### config.mk
export PLATFORM = sky130hd
export DESIGN_NAME = store_merge_unit
export DESIGN_NICKNAME = d
export VERILOG_FILES = /design/src/rtl/store_pkg.sv /design/src/rtl/store_byte_merge.sv /design/src/rtl/store_merge_unit.sv
export SDC_FILE = /design/constraint.sdc
export NUM_CORES = 1
export LEC_CHECK = 0
export BUFFER_PORTS_ARGS = -buffer_cell sky130_fd_sc_hd__buf_2
export CAP_MARGIN = 20
export CORE_MARGIN = 2
export CORE_UTILIZATION = 43
export DETAILED_ROUTE_END_ITERATION = 8
export MAX_ROUTING_LAYER = met4
export PLACE_DENSITY = 0.77
export SLEW_MARGIN = 0
export SYNTH_ARGS = -nofsm -noshare
export SYNTH_HDL_FRONTEND = slang
export SYNTH_SLANG_ARGS = --single-unit
### constraint.sdc
create_clock -name clk -period 3.8 [get_ports clk]
set_input_delay 0.57 -clock clk [delete_from_list [all_inputs] [get_ports clk]]
set_output_delay 0.57 -clock clk [all_outputs]
set_load 0.01 [all_outputs]
### src/rtl/store_pkg.sv
// Shared types and helpers for the store merge unit: FSM states, store
// control encodings and the request alignment check.
package store_pkg;

  typedef enum logic [1:0] {
    S_IDLE  = 2'b00,
    S_READ  = 2'b01,
    S_WRITE = 2'b10,
    S_FAULT = 2'b11
  } state_t;

  typedef enum logic [1:0] {
    ST_SB   = 2'b00,
    ST_SH   = 2'b01,
    ST_SW   = 2'b10,
    ST_RSVD = 2'b11
  } st_ctrl_t;

  // True when the request cannot be serviced: reserved encoding, or an
  // access not naturally aligned to its size.
  function automatic logic is_misaligned(input st_ctrl_t ctrl, input logic [1:0] addr_lo);
    case (ctrl)
      ST_SB:   return 1'b0;
      ST_SH:   return addr_lo[0];
      ST_SW:   return addr_lo != 2'b00;
      default: return 1'b1;
    endcase
  endfunction

endpackage

### src/rtl/store_byte_merge.sv
// Combinational lane merge: inserts the byte or halfword of a store into the
// word read back from memory; word stores pass the new data straight through.
module store_byte_merge
  import store_pkg::*;
(
  input  logic [31:0] old_word,
  input  logic [31:0] new_data,
  input  st_ctrl_t    control,
  input  logic [1:0]  addr_lo,
  output logic [31:0] merged
);

  always_comb begin
    merged = old_word;
    case (control)
      ST_SB:   merged[{addr_lo, 3'b000} +: 8]     = new_data[7:0];
      ST_SH:   merged[{addr_lo[1], 4'b0000} +: 16] = new_data[15:0];
      default: merged = new_data;
    endcase
  end

endmodule

### src/rtl/store_merge_unit.sv
// Store path to a word-only data memory: sub-word stores do read-modify-write,
// word stores write directly. Optional fault path under STORE_MERGE_FAULT_EN.
module store_merge_unit
  import store_pkg::*;
#(
  parameter int ADDR_W = 32
) (
  input  logic              clk,
  input  logic              rst,
  input  logic              st_valid,
  output logic              st_ready,
  input  logic [1:0]        st_control,
  input  logic [ADDR_W-1:0] st_addr,
  input  logic [31:0]       st_data,
  output logic [ADDR_W-1:0] mem_addr,
  output logic              mem_rd_en,
  input  logic [31:0]       mem_rd_data,
  output logic              mem_wr_en,
  output logic [31:0]       mem_wr_data,
  output logic              st_done,
  output logic              st_fault
);

  state_t            state_q, state_d;
  st_ctrl_t          ctrl_in, ctrl_eff, ctrl_q;
  logic [ADDR_W-1:0] addr_q;
  logic [31:0]       data_q;
  logic [31:0]       merged;
  logic              accept;

  assign ctrl_in = st_ctrl_t'(st_control);
  assign accept  = st_valid && st_ready;

`ifdef STORE_MERGE_FAULT_EN
  assign ctrl_eff = ctrl_in;
`else
  // Without fault detection the reserved encoding behaves as a word store.
  assign ctrl_eff = (ctrl_in == ST_RSVD) ? ST_SW : ctrl_in;
`endif

  // NOTE: sequential state uses non-blocking assignments so every register
  // samples pre-edge values regardless of block ordering.
  always_ff @(posedge clk) begin
    if (rst) state_q <= S_IDLE;
    else     state_q <= state_d;
  end

  // NOTE: the request capture registers are deliberately not reset; they are
  // only consumed after a fresh accept has loaded them.
  always_ff @(posedge clk) begin
    if (accept) begin
      ctrl_q <= ctrl_eff;
      addr_q <= st_addr;
      data_q <= st_data;
    end
  end

  store_byte_merge u_merge (
    .old_word (mem_rd_data),
    .new_data (data_q),
    .control  (ctrl_q),
    .addr_lo  (addr_q[1:0]),
    .merged   (merged)
  );

  // NOTE: every output and the next state get a default first, so no path
  // through the case can infer a latch.
  always_comb begin
    state_d     = state_q;
    st_ready    = 1'b0;
    mem_addr    = '0;
    mem_rd_en   = 1'b0;
    mem_wr_en   = 1'b0;
    mem_wr_data = '0;
    st_done     = 1'b0;
    st_fault    = 1'b0;
    case (state_q)
      S_IDLE: begin
        st_ready = 1'b1;
        if (st_valid) begin
`ifdef STORE_MERGE_FAULT_EN
          if (is_misaligned(ctrl_eff, st_addr[1:0])) state_d = S_FAULT;
          else
`endif
          if (ctrl_eff == ST_SW) state_d = S_WRITE;
          else                   state_d = S_READ;
        end
      end
      S_READ: begin
        mem_rd_en = 1'b1;
        mem_addr  = {addr_q[ADDR_W-1:2], 2'b00};
        state_d   = S_WRITE;
      end
      S_WRITE: begin
        mem_wr_en   = 1'b1;
        st_done     = 1'b1;
        mem_addr    = {addr_q[ADDR_W-1:2], 2'b00};
        mem_wr_data = merged;
        state_d     = S_IDLE;
      end
`ifdef STORE_MERGE_FAULT_EN
      S_FAULT: begin
        st_fault = 1'b1;
        state_d  = S_IDLE;
      end
`endif
      default: state_d = S_IDLE;
    endcase
    // Reset quiets the port immediately so an in-flight write is dropped.
    if (rst) begin
      st_ready    = 1'b0;
      mem_addr    = '0;
      mem_rd_en   = 1'b0;
      mem_wr_en   = 1'b0;
      mem_wr_data = '0;
      st_done     = 1'b0;
      st_fault    = 1'b0;
    end
  end

endmodule
==> results of run 1 <==
-- state kept, by name, summed over array words and instances, names as in the netlist --
signal,count
state_q,2
data_q,32
addr_q,32
ctrl_q,2
-- critical path, stage by stage, from the launching register on --
cell and delay, ns:
sky130_fd_sc_hd__edfxtp_1 0.71, sky130_fd_sc_hd__or2_1 0.35, sky130_fd_sc_hd__or2_1 0.75, sky130_fd_sc_hd__o22ai_1 0.22
sky130_fd_sc_hd__buf_2 0.18
-- kinds of logic (layout without fill, tap and decap cells) --
logic type,after synthesis,in the layout,share of synthesized area (%)
buffers and inverters,44,198,5.577
and+or+nand+nor,99,99,16.35
other,1,3,0.09606
adders and majority gates,8,8,2.564
AOI/OAI and AO/OA,98,98,19.01
muxes,16,16,4.615
DFF,68,68,51.79
-- worst paths after layout --
| path | end | slack, ns | cells after the start |
|---|---|---|---|
| max reg2reg | ctrl_q[0] | 1.69 | 5 |
| min reg2reg | state_q[0] | 0.54 | 1 |
| max | mem_wr_data[25] | 0.69 | 4 |
| min | data_q[9] | 0.40 | 1 |
-- placed cells by master (no fill, tap or decap), drive strengths merged, types with 12 or more instances in the layout --
cell type / count
a211oi: 16
a22oi: 16
a41oi: 15
and2: 39
buf: 174
clkbuf: 12
edfxtp: 66
mux2: 16
nor2b: 31
o22ai: 24
-- final cells by class --
| cell class | instances | area (um2) |
|---|---|---|
| timing repair buffer | 174 | 903.4 |
| inverter | 8 | 30.03 |
| tap | 108 | 135.1 |
| multi-input combinational | 224 | 1673 |
| sequential | 68 | 2022 |
| clock inverter | 4 | 51.30 |
| fill | 767 | 3814 |
| clock buffer | 12 | 135.1 |
-- power by group through the flow --
stage	clock network, mW	logic, mW	registers (mW)
finish	0.572	0.330	0.899
floorplan	0	0.199	0.904
global placement	0	0.323	0.914
CTS	0.589	0.331	0.899
global route	0.618	0.360	0.903
detailed placement	0	0.329	0.915
-- layer usage --
layer | up-vias | wire length [um] | track usage (%)
met5 | - | 0 | -
met4 | 0 | 332 | 10.96
met3 | 27 | 1087 | 5.271
met2 | 196 | 5396 | 36.33
met1 | 1606 | 4408 | 26.72
li1 | 1592 | - | -
-- per-stage QoR --
stage               setup slack [ns]  utilization (%)
floorplan                     0.9385                -
CTS                           0.6905            56.48
finish                        0.6853            56.48
global placement               1.105            54.35
detailed placement             1.068            54.35
global route                  0.5221            56.48
==> results.md, run 1 <==
- Measured along the x axis, the die boundary spans 99.28 um.
- The timing-limited maximum frequency is 0.3211 GHz.
- For this configuration, the core starts out at a cell density of 44.55%.
- The share of power burned in combinational logic is 18.3%.
- The number of flops mapped to enable cells by yosys is 66.
- The endpoint arrival time on the critical path is 2.54 ns.
- The finished layout cell area is 4950 um2.
- For this run, the number of Yosys warnings is 0.
- STA classifies the critical path endpoint as a primary output.
- The startpoint identified for the worst register-to-register timing path is state_q[0].
- Cell internal power was estimated by the tool at 1.324 mW.
- The root buffer selected by CTS is sky130_fd_sc_hd__clkbuf_8.
- The cell taking the most area after synthesis is sky130_fd_sc_hd__edfxtp_1.
- The overall fraction of global-route tracks in use is between 20% and 30%.
- The total number of vias is approximately 3.4k.
- The count of buffers added by post-CTS timing repair for setup is 0.
- The clock tree from TritonCTS is built.
- Of the synthesized area, sequential elements account for 51.79%.
- Per report_power, the clock group accounts for between 30% and 40% of the total.
- Once placement completed, the tool counted placed cells totaling 582.
- The switching power total is roughly 0.48 mW.
- The HPWL after detailed placement is 8.215 mm.
- After synthesis, the most frequently instantiated cells are 66 x sky130_fd_sc_hd__edfxtp_1, 39 x sky130_fd_sc_hd__and2_1, 31 x sky130_fd_sc_hd__nor2b_1.
- The data required time of the critical path is 3.23 ns.
- Headroom to the max-slew limit came out at between 30% and 40%.
- The final worst-path cycle share is 81.97%.
- Registers are responsible for between 40% and 50% of the overall power.
- The cell area after synthesis is a little under 4000 um2.
- Counting every instance in the synthesized netlist gives between 300 and 400.
- Yosys attributes the largest share of cell area to sky130_fd_sc_hd__edfxtp_1 51%, sky130_fd_sc_hd__and2_1 6.3%, sky130_fd_sc_hd__nor2b_1 5.0%.
- The clock edge transition at the registers on the reported setup and hold paths is 0.08 ns.
- The number of different library cells used by synthesis comes to 34.
- Across the run, the number of max-cap violations was 0.
- The analysis attributes to cell leakage a power of 2.110 nW.
- In this run the standard cell core region covers 8763 um2.
- In the final routed layout, each cell accounts on average for 18.77 um.
- The clock net in this run drives a total of 68 sinks.
- The post-route setup TNS is 0 ns.
- The remaining global-route overflow is 0.
- The actual transition at the worst max-transition pin is 0.9004 ns.
- The startpoint identified for the worst hold timing path is st_data[9].
- Dividing total power by cell area gives a power density of 364.1 nW/um2.
- The worst setup path startpoint is ctrl_q[0].
- The maximum vdd drop is 0.0002627 V.
- At the later pin of the worst-skew pair, clock insertion delay measures around 0.34 ns.
- After detailed routing, the total wire length is 11.22 mm.
- The number of max-slew violations in the final report came to 0.
- The H-tree generated during clock tree synthesis spans 3 levels.
- Hold is met by 0.3978 ns.
- The final non-filler cell total is 598.
- The clock arrives with 0.01293 ns of skew.
- After detailed placement, the total cell area comes to 4763 um2.
- The overall power after layout is 1.802 mW.
- The number of cells upsized or downsized after cts is 0.
- STA classifies the critical path startpoint as a flop.
- The number of buffers added by the clock tree synthesis step is 9.
- After floorplanning, the core was divided into 34 placement rows.
- The wire length of the first global-routing pass is 16.59 mm.
- Along the worst path, the maximum fanout reaches 24.
- For this run, the detailed router's first-pass iteration total came to 5.
- Entering global routing, the biggest net connects 37 pins.
- In this run the worst hold path is classified as input port to flop.
- For this run, design rule violations remaining after detail routing come to 0.
- Setup repair after global routing left no endpoint under its margin.
- Once detail routing completed, the nets flagged for antenna violations numbered 0.
- The layout cell share with drive strength beyond 1 is a little over two fifths.
- The net count of the finished layout is between 500 and 600.
- During placement, the flow inserted port buffers numbering around 170.
- 170 I/O pins were placed.
- The initial antenna violation count is 0.
- The number of flip-flops and latches in the synthesized netlist is 68.
- The mean instance size in the synthesized netlist is 11.69 um2.
- The placer's final routability congestion estimate is 0.8915.
- The number of inserted diodes is 0.
- The run finished with clean final reports.
- The detailed-route vias per instance is approximately 5.7.
- The first routing iteration left 180 violations.
- The full die area is 9857 um2.
- The largest buffer count on any clock path is 2.
- Setup violations remaining at the end of the flow were counted as 0.
- The most common cell in the synthesized netlist is sky130_fd_sc_hd__edfxtp_1.
- Of all flip-flops after synthesis, the portion carrying an async set or reset was 0%.
- The y dimension of the die is 99.28 um.
- The area added between synthesis and finish is 26.79%.
- The class of the most critical setup path is flop to primary output.
- Hold repair after CTS inserted 0 buffers.
- Net switching is around a quarter of the power.
- The number of hold violations in the final report is 0.
- The number of global-route vias before repair was 3,358.
- The share of the synthesized area in the top cell type is 50.77%.
- Among all flip-flop cells after synthesis, the most frequent one is sky130_fd_sc_hd__edfxtp_1.
- The final period demand of the worst path is just over 3 ns.
Note: power is estimated with default switching activity, not from simulation.
==> run 2: changes to the inputs <==
==> constraint.sdc (replaced) <==
create_clock -name clk -period 3.22 [get_ports clk]
set_input_delay 0.483 -clock clk [delete_from_list [all_inputs] [get_ports clk]]
set_output_delay 0.483 -clock clk [all_outputs]
set_load 0.01 [all_outputs]
==> results.md, run 2 (synthesized netlist as in run 1, its figures left out) <==
- The run finished with clean final reports.
- Timing would allow up to 0.3268 GHz.
- The routed length on met2 is 5.248 mm.
- The placer's final routability congestion estimate is 0.8282.
- Once the floorplan was initialized, standard cells occupied 44.55% of the core.
- The number of cells on the worst reg-to-reg path is 5.
- Max-cap violations in this run came to 0.
- The data required time of the critical path is 2.74 ns.
- The residual antenna-violating net count after detailed routing is 0.
- The largest registers in the layout are addr_q: 32 flops, data_q: 32 flops.
- The overall fraction of global-route tracks in use is 22.91%.
- After clock tree synthesis, the flow added hold-fix buffers numbering 0.
- The final worst-path cycle share is 95.03%.
- The number of port buffers is 166.
- The y dimension of the die is between 90 and 100 um.
- The floorplan has 34 rows.
- TritonCTS built the clock tree.
- The startpoint identified for the worst register-to-register timing path is state_q[0].
- The detailed-route wire length on metal 1 is 4.671 mm.
- CTS placed an instance of sky130_fd_sc_hd__clkbuf_8 at the clock tree root.
- The post-detailed-route DRC marker count is 0.
- In this run the worst hold path is classified as input port to flop.
- The critical path goes through inv_1 -> ha_1 -> nor2b_1 -> a41oi_1 -> o22ai_2 -> buf_2.
- The number of H-tree levels is 3.
- The die covers 9857 um2.
- The remaining global-route overflow is 0.
- In this run the most critical hold path is launched from st_data[15].
- The longest clock path from root to sink contains 2 buffers.
- The number of fill cells is 750.
- The smallest clock period supported by the final layout is computed as 3.060 ns.
- The count of cells along the worst hold path is 1.
- The first global-routing pass estimated roughly 17 mm of wire.
- During I/O placement, the number of pins put on the boundary was 170.
- From synthesis to final layout, the design area changed by 27.05%.
- The net count of the finished layout is around 600.
- The leakage power is 2.114 nW.
- Clock latency on the worst-skew pair, taken at its later pin, is around 0.33 ns.
- The placeable core region is 8763 um2.
- The post-route netlist has 42.97% of its cells at a drive strength greater than 1.
- The critical path startpoint category is a flop.
- In this design, the stage delay of the slowest critical-path cell is between 0.5 and 0.6 ns.
- VDD sags by at most 0.0003504 V.
- For this run, the detailed router's first-pass iteration total came to 4.
- The initial antenna violation count is 1.
- The power per cell area is 424.0 nW/um2.
- Data arrives at the worst endpoint at 2.58 ns.
- The top layer used by detailed routing is met4.
- Summed over all nets, wire length on met3 after detailed routing comes to ~970 um.
- For flop-to-flop paths, the worst setup slack is 1.08 ns.
- The final route contains 3,420 vias.
- The number of max-slew violations in the final report is 0.
- Entering global routing, the biggest net connects 37 pins.
- The HPWL after detailed placement is 8.093 mm.
- The die is 99.28 um wide.
- Setup violations remaining at the end of the flow were counted as 0.
- The critical path in this run is classified as flop to primary output.
- The worst hold path terminates at data_q[15].
- STA classifies the critical path endpoint as a primary output.
- The number of global-route vias before repair was 3,399.
- The commonest non-fill, non-tap cell in the layout is sky130_fd_sc_hd__buf_2.
- The clock net in this run drives a total of around 70 sinks.
- For this block, the routed nets add up to 11.16 mm of wire.
- The clock skew is about 0.0084 ns.
- The area occupied by multi-input gates is approximately 1700 um2.
- Along the worst path, the maximum fanout reaches 12.
- The number of hold violations in the final report was 0.
- The worst-case headroom to the max-slew limit is 37.46%.
- For the pin with the worst max-slew slack, the measured transition is 0.9382 ns.
- After detailed routing, the average wire length per cell comes to 18.61 um.
- In this run the critical register-to-register path is captured at data_q[6].
- The clock edge transition at the registers on the reported setup and hold paths is 0.08 ns.
- The first-iteration detailed-routing DRC count is 233.
- In the layout the commonest cells are 166 x sky130_fd_sc_hd__buf_2, 66 x sky130_fd_sc_hd__edfxtp_1, 38 x sky130_fd_sc_hd__and2_1, 30 x sky130_fd_sc_hd__nor2b_1, 23 x sky130_fd_sc_hd__o22ai_1.
- The detailed-route vias per instance is 5.700.
- The number of buffers added by the clock tree synthesis step is 9.
- The post-route setup TNS is 0 ns.
- Setup repair after global routing left no endpoint under its margin.
- Summing all flip-flop and latch instances after layout gives between 2000 and 2500 um2.
- The worst hold slack is 0.3146 ns.
- The critical path's slowest cell is sky130_fd_sc_hd__ha_1.
## run 2: cell count changes in the layout (fill, tap and decap cells not counted), sizes merged
cell      previous run  this run
clkbuf              12        10
buf                174       175
diode                0         1
clkinvlp             1         2
inv                  8        10
bufinv               1         0
## run 2: timing repair
item	CTS	global route
setup endpoints to repair	0	3
resized for setup	0	1
buffers inserted	0	0
## run 2: how the worst max path moves through the flow
stage,from,to,slack [ns],cells past startpoint
floorplan,state_q[0],addr_q[0],0.36,4
global placement,addr_q[0],mem_wr_data[31],0.63,6
detailed placement,addr_q[0],mem_wr_data[31],0.56,6
CTS,addr_q[0],mem_wr_data[31],0.18,6
global route,addr_q[0],mem_wr_data[4],0.05,7
finish,addr_q[0],mem_wr_data[19],0.16,6
## run 2: layout make-up
class,instances,area share (%)
Tap cell,108,2.725
Antenna cell,1,0.05045
Inverter,8,0.6054
Multi-Input combinational cell,224,33.78
Clock inverter,6,0.9334
Sequential cell,68,40.77
Clock buffer,10,2.775
Timing Repair Buffer,175,18.37
## run 2: power breakdown
part	internal (mW)	switching [mW]	total (mW)	leakage [nW]
Clock	0.306	0.345	0.651	0.0893
Combinational	0.175	0.218	0.393	1.40
Sequential	1.03	0.0292	1.06	0.628
## run 2: per-stage QoR
stage	total power, mW	cells	worst slack (ns)	instance area, um2	util, %
after floorplan	1.302	336	0.3619	3911	-
after global placement	1.459	583	0.6342	4771	54.44
after detailed placement	1.469	583	0.5596	4771	54.44
after CTS	2.113	599	0.1807	4955	56.54
after global routing	2.193	600	0.04593	4960	56.60
final	2.103	600	0.1600	4960	56.60
## run 2: per-layer routing
metal  up-vias  global-route usage (%)
met3        25                   5.552
met2       187                   36.17
met4         0                   9.378
met1      1615                   28.38
met5         -                       -
li1       1593                       -
## run 2: critical path, delay by kind of cell (launching register included)
family	cells	cell delay (ns)
flops	1	0.46
fa+ha+maj	1	0.56
buf+inv	2	0.30
compound gates	2	0.41
simple gates	1	0.52
==> run 3: changes to the inputs <==
--- a/config.mk
+++ b/config.mk
@@ -7,12 +7,13 @@
 export LEC_CHECK = 0
 export BUFFER_PORTS_ARGS = -buffer_cell sky130_fd_sc_hd__buf_2
 export CAP_MARGIN = 20
-export CORE_MARGIN = 2
 export CORE_UTILIZATION = 43
+export CTS_CLUSTER_SIZE = 28
 export DETAILED_ROUTE_END_ITERATION = 8
 export MAX_ROUTING_LAYER = met4
-export PLACE_DENSITY = 0.77
+export PLACE_DENSITY = 0.78
 export SLEW_MARGIN = 0
 export SYNTH_ARGS = -nofsm -noshare
 export SYNTH_HDL_FRONTEND = slang
+export SYNTH_HIERARCHICAL = 1
 export SYNTH_SLANG_ARGS = --single-unit
==> results.md, run 3 <==
- A synthesized cell averages between 10 and 15 um2.
- The class of the most critical setup path is flop to primary output.
- The first-pass iteration count of the detailed router is 6.
- STA puts the critical path data required time at ~2.7 ns.
- In this run the horizontal extent of the chip is 94.38 um.
- The post-route setup TNS is 0 ns.
- The number of rows created at floorplan is 33.
- Counting flops with a built-in enable in the synthesized netlist gives 66.
- In this run the biggest area consumer among cell types represents 54.01% of the synthesized area.
- The clock edge transition at the registers on the reported setup and hold paths is approximately 0.08 ns.
- In this run the standard cell core region covers 8258 um2.
- Derived from the worst setup path, the maximum achievable clock frequency is 0.3312 GHz.
- The number of H-tree levels is 3.
- Cells fill 57.61% of the core in the end.
- The later-pin clock latency in the skew report is between 0.3 and 0.4 ns.
- In this run, placement finished with an instance count of 563.
- In the global route stage, met2 resource usage came out at a little over a third.
- The global routing met1 resource utilization is 24.40%.
- sky130_fd_sc_hd__edfxtp_1 is the most common cell in the netlist.
- The cell area after synthesis is 3670 um2.
- The synthesized design contains 68 register bits.
- The routed wire length is 9.259 mm.
- The dominant register cell in the synthesized netlist is sky130_fd_sc_hd__edfxtp_1.
- The initial antenna violation count came to 1.
- By area the synthesized netlist is led by sky130_fd_sc_hd__edfxtp_1 54%, sky130_fd_sc_hd__and2_1 11%, sky130_fd_sc_hd__ha_1 2.7%.
- The maximum vdd drop is ~0.00033 V.
- The commonest cells after synthesis are 66 x sky130_fd_sc_hd__edfxtp_1, 63 x sky130_fd_sc_hd__and2_1, 22 x sky130_fd_sc_hd__inv_1.
- The flow ran to the end, and the final reports show no timing, DRC or antenna violations.
- The detailed-route vias per instance is 5.272.
- Of all nets on the critical path, the largest fanout is 8.
- Counting the buffers created by CTS gives 9.
- The worst-case headroom to the max-slew limit is 53.84%.
- Setup repair after global routing left no endpoint under its margin.
- The routing usage on met3 is between 6 and 7%.
- The number of instances in the synthesized netlist is 307.
- The number of port buffers is 166.
- The HPWL after detailed placement is 6.912 mm.
- The depth of the most critical reg-to-reg path is 5.
- The remaining global-route overflow is 0.
- Pin placement for this block handled 170 I/O pins.
- In this run, the number of DRC markers left after iteration 0 of detailed routing was 161.
- The worst hold path belongs to the class input port to flop.
- The end of the critical path is mem_wr_data[13].
- The clock tree from TritonCTS is built.
- The largest net degree at the start of global routing is 37.
- The total number of vias is between 3k and 4k.
- The area added between synthesis and finish is 29.63%.
- The power per cell area is 439.3 nW/um2.
- The number of hold buffers added after CTS is 0.
- The number of max-slew violations in the final report is 0.
- The clock skew is 0.004006 ns.
- The commonest non-fill, non-tap cell in the layout is sky130_fd_sc_hd__buf_2.
- The analysis attributes to cell leakage a power of approximately 2.2 nW.
- The root buffer selected by CTS is sky130_fd_sc_hd__clkbuf_8.
- For this run, the post-layout net count is between 500 and 600.
- The final non-filler cell total is 581.
- The worst hold slack is approximately 0.32 ns.
- The register-to-register path setup slack is roughly 1.1 ns.
- The first global-routing pass estimated ~14 mm of wire.
- The worst path setup slack after routing is between 0.2 and 0.25 ns.
- Once the clock tree was built, the setup fixing pass inserted 0 buffers.
- The clock drives between 60 and 70 sinks.
- The fraction of synthesis flops using an asynchronous set or reset pin is 0%.
- The final period demand of the worst path is 3.019 ns.
- For this run, the number of Yosys warnings is 6.
- The cell taking the most area after synthesis is sky130_fd_sc_hd__edfxtp_1.
- The full die area is 8908 um2.
- The post-synthesis cell type count is 42.
- The worst register-to-register path begins at state_q[1].
- The endpoint identified for the worst register-to-register timing path is ctrl_q[0].
- The sequential cell area fraction in the yosys report is around 55%.
- The final worst-path cycle share is between 90% and 100%.
- The post-detailed-route DRC marker count is 0.
- Leaving out fill and tap cells, the most frequent cells in the layout are 166 x sky130_fd_sc_hd__buf_2, 66 x sky130_fd_sc_hd__edfxtp_1, 62 x sky130_fd_sc_hd__and2_1, 22 x sky130_fd_sc_hd__inv_1, 16 x sky130_fd_sc_hd__nand2_1.
- The endpoint class of the critical path is a primary output.
- The count of nets left with antenna violations once routing finished came out at 0.
- The critical path startpoint category is a flop.
- The busiest metal layer after global routing is met2.
- The largest registers in the layout are addr_q: 32 flops, data_q: 32 flops.
- The endpoint arrival time on the critical path is 2.54 ns.
- The largest buffer count on any clock path is 2.
- Prior to clock tree synthesis, the placed netlist has a worst setup slack of 0.4901 ns.
- The worst setup path startpoint is addr_q[0].
- After detailed routing, the average wire length per cell comes to roughly 16 um.
- The actual transition at the worst max-transition pin is 0.6924 ns.
- Measured along the y axis, the die boundary spans 94.38 um.
- Global routing consumed, over all layers together, between 20% and 30% of the routing resources.
- At the end of routability-driven placement, the weighted congestion stood at 0.8630.
- The effective utilization at floorplan is between 40 and 50%.
- The number of global-route vias before repair is 2,929.
- The tool flagged a number of max-cap violations equal to 0.
- The number of hold violations in the final report is 0.
- Setup violations remaining at the end of the flow were counted as 0.
- The post-route netlist has 43.37% of its cells at a drive strength greater than 1.
## run 3: cell count changes in the layout (fill, tap and decap cells not counted), moves of 9 or more
cell                       change
sky130_fd_sc_hd__inv_1        +14
sky130_fd_sc_hd__o21ai_0       +9
sky130_fd_sc_hd__a211oi_1     -16
sky130_fd_sc_hd__nand2_1      +15
sky130_fd_sc_hd__a32oi_1       -9
sky130_fd_sc_hd__a22oi_1       -9
sky130_fd_sc_hd__and2_1       +24
sky130_fd_sc_hd__nor2b_1      -24
sky130_fd_sc_hd__a41oi_1      -15
sky130_fd_sc_hd__o22ai_1      -23
## run 3: layer usage
| layer | up-vias | share of wire (%) |
|---|---|---|
| met5 | - | 0 |
| met4 | 0 | 1.8 |
| met3 | 16 | 9.9 |
| met2 | 181 | 47 |
| met1 | 1424 | 41 |
| li1 | 1442 | - |
## run 3: worst min path at each step
stage,from,endpoint,slack (ns),depth (start not counted)
floorplan,state_q[0],state_q[0],0.50,1
global route,st_addr[8],addr_q[8],0.30,1
global placement,state_q[0],state_q[0],0.51,1
finish,st_data[3],data_q[3],0.32,1
CTS,st_data[7],data_q[7],0.29,1
detailed placement,state_q[0],state_q[0],0.53,1
## run 3: timing repair
action / in CTS / in global routing
gates resized for setup: 0 / 1
endpoints found under the hold margin: 0 / 0
endpoints found under the setup margin: 0 / 7
## run 3: worst max-delay path, stage by stage (launching register included)
cell	delay, ns
sky130_fd_sc_hd__edfxtp_1	0.48
sky130_fd_sc_hd__inv_1	0.13
sky130_fd_sc_hd__ha_1	0.36
sky130_fd_sc_hd__nor2b_1	0.40
sky130_fd_sc_hd__nand3_2	0.28
sky130_fd_sc_hd__o221ai_1	0.29
sky130_fd_sc_hd__and2_1	0.15
sky130_fd_sc_hd__buf_2	0.12
## run 3: logic make-up (layout without fill, tap and decap cells)
logic type | after synthesis | after routing | share of synthesized area (%)
AND/OR/NAND/NOR | 110 | 110 | 18.51
adder cells (fa/ha/maj) | 8 | 8 | 2.728
multiplexers | 16 | 16 | 4.637
other | 1 | 4 | 0.1022
AO/OA/AOI/OAI | 60 | 60 | 12.85
flip-flops | 68 | 68 | 55.10
buffers and inverters | 44 | 210 | 6.069
## run 3: where the power goes
group          switching, mW  total [mW]  internal, mW  leakage (nW)
clock                  0.328       0.681         0.353        0.0926
combinational          0.189       0.354         0.166          1.45
sequential            0.0243        1.05          1.03         0.628
## run 3: area by class of cell
class | count | area, um2
diodes | 1 | 2.502
fillers | 723 | 3501
repair buffers | 172 | 888.4
multi-input cells | 197 | 1439
clock inverters | 7 | 67.56
well taps | 105 | 131.4
inverters | 22 | 82.58
clock buffers | 9 | 123.9
flip-flops and latches | 68 | 2022
## run 3: per-stage QoR
step                power [mW]  area [um2]
floorplan                1.280        3677
global placement         1.416        4551
detailed placement       1.426        4551
CTS                      2.111        4742
global route             2.179        4757
finish                   2.090        4757
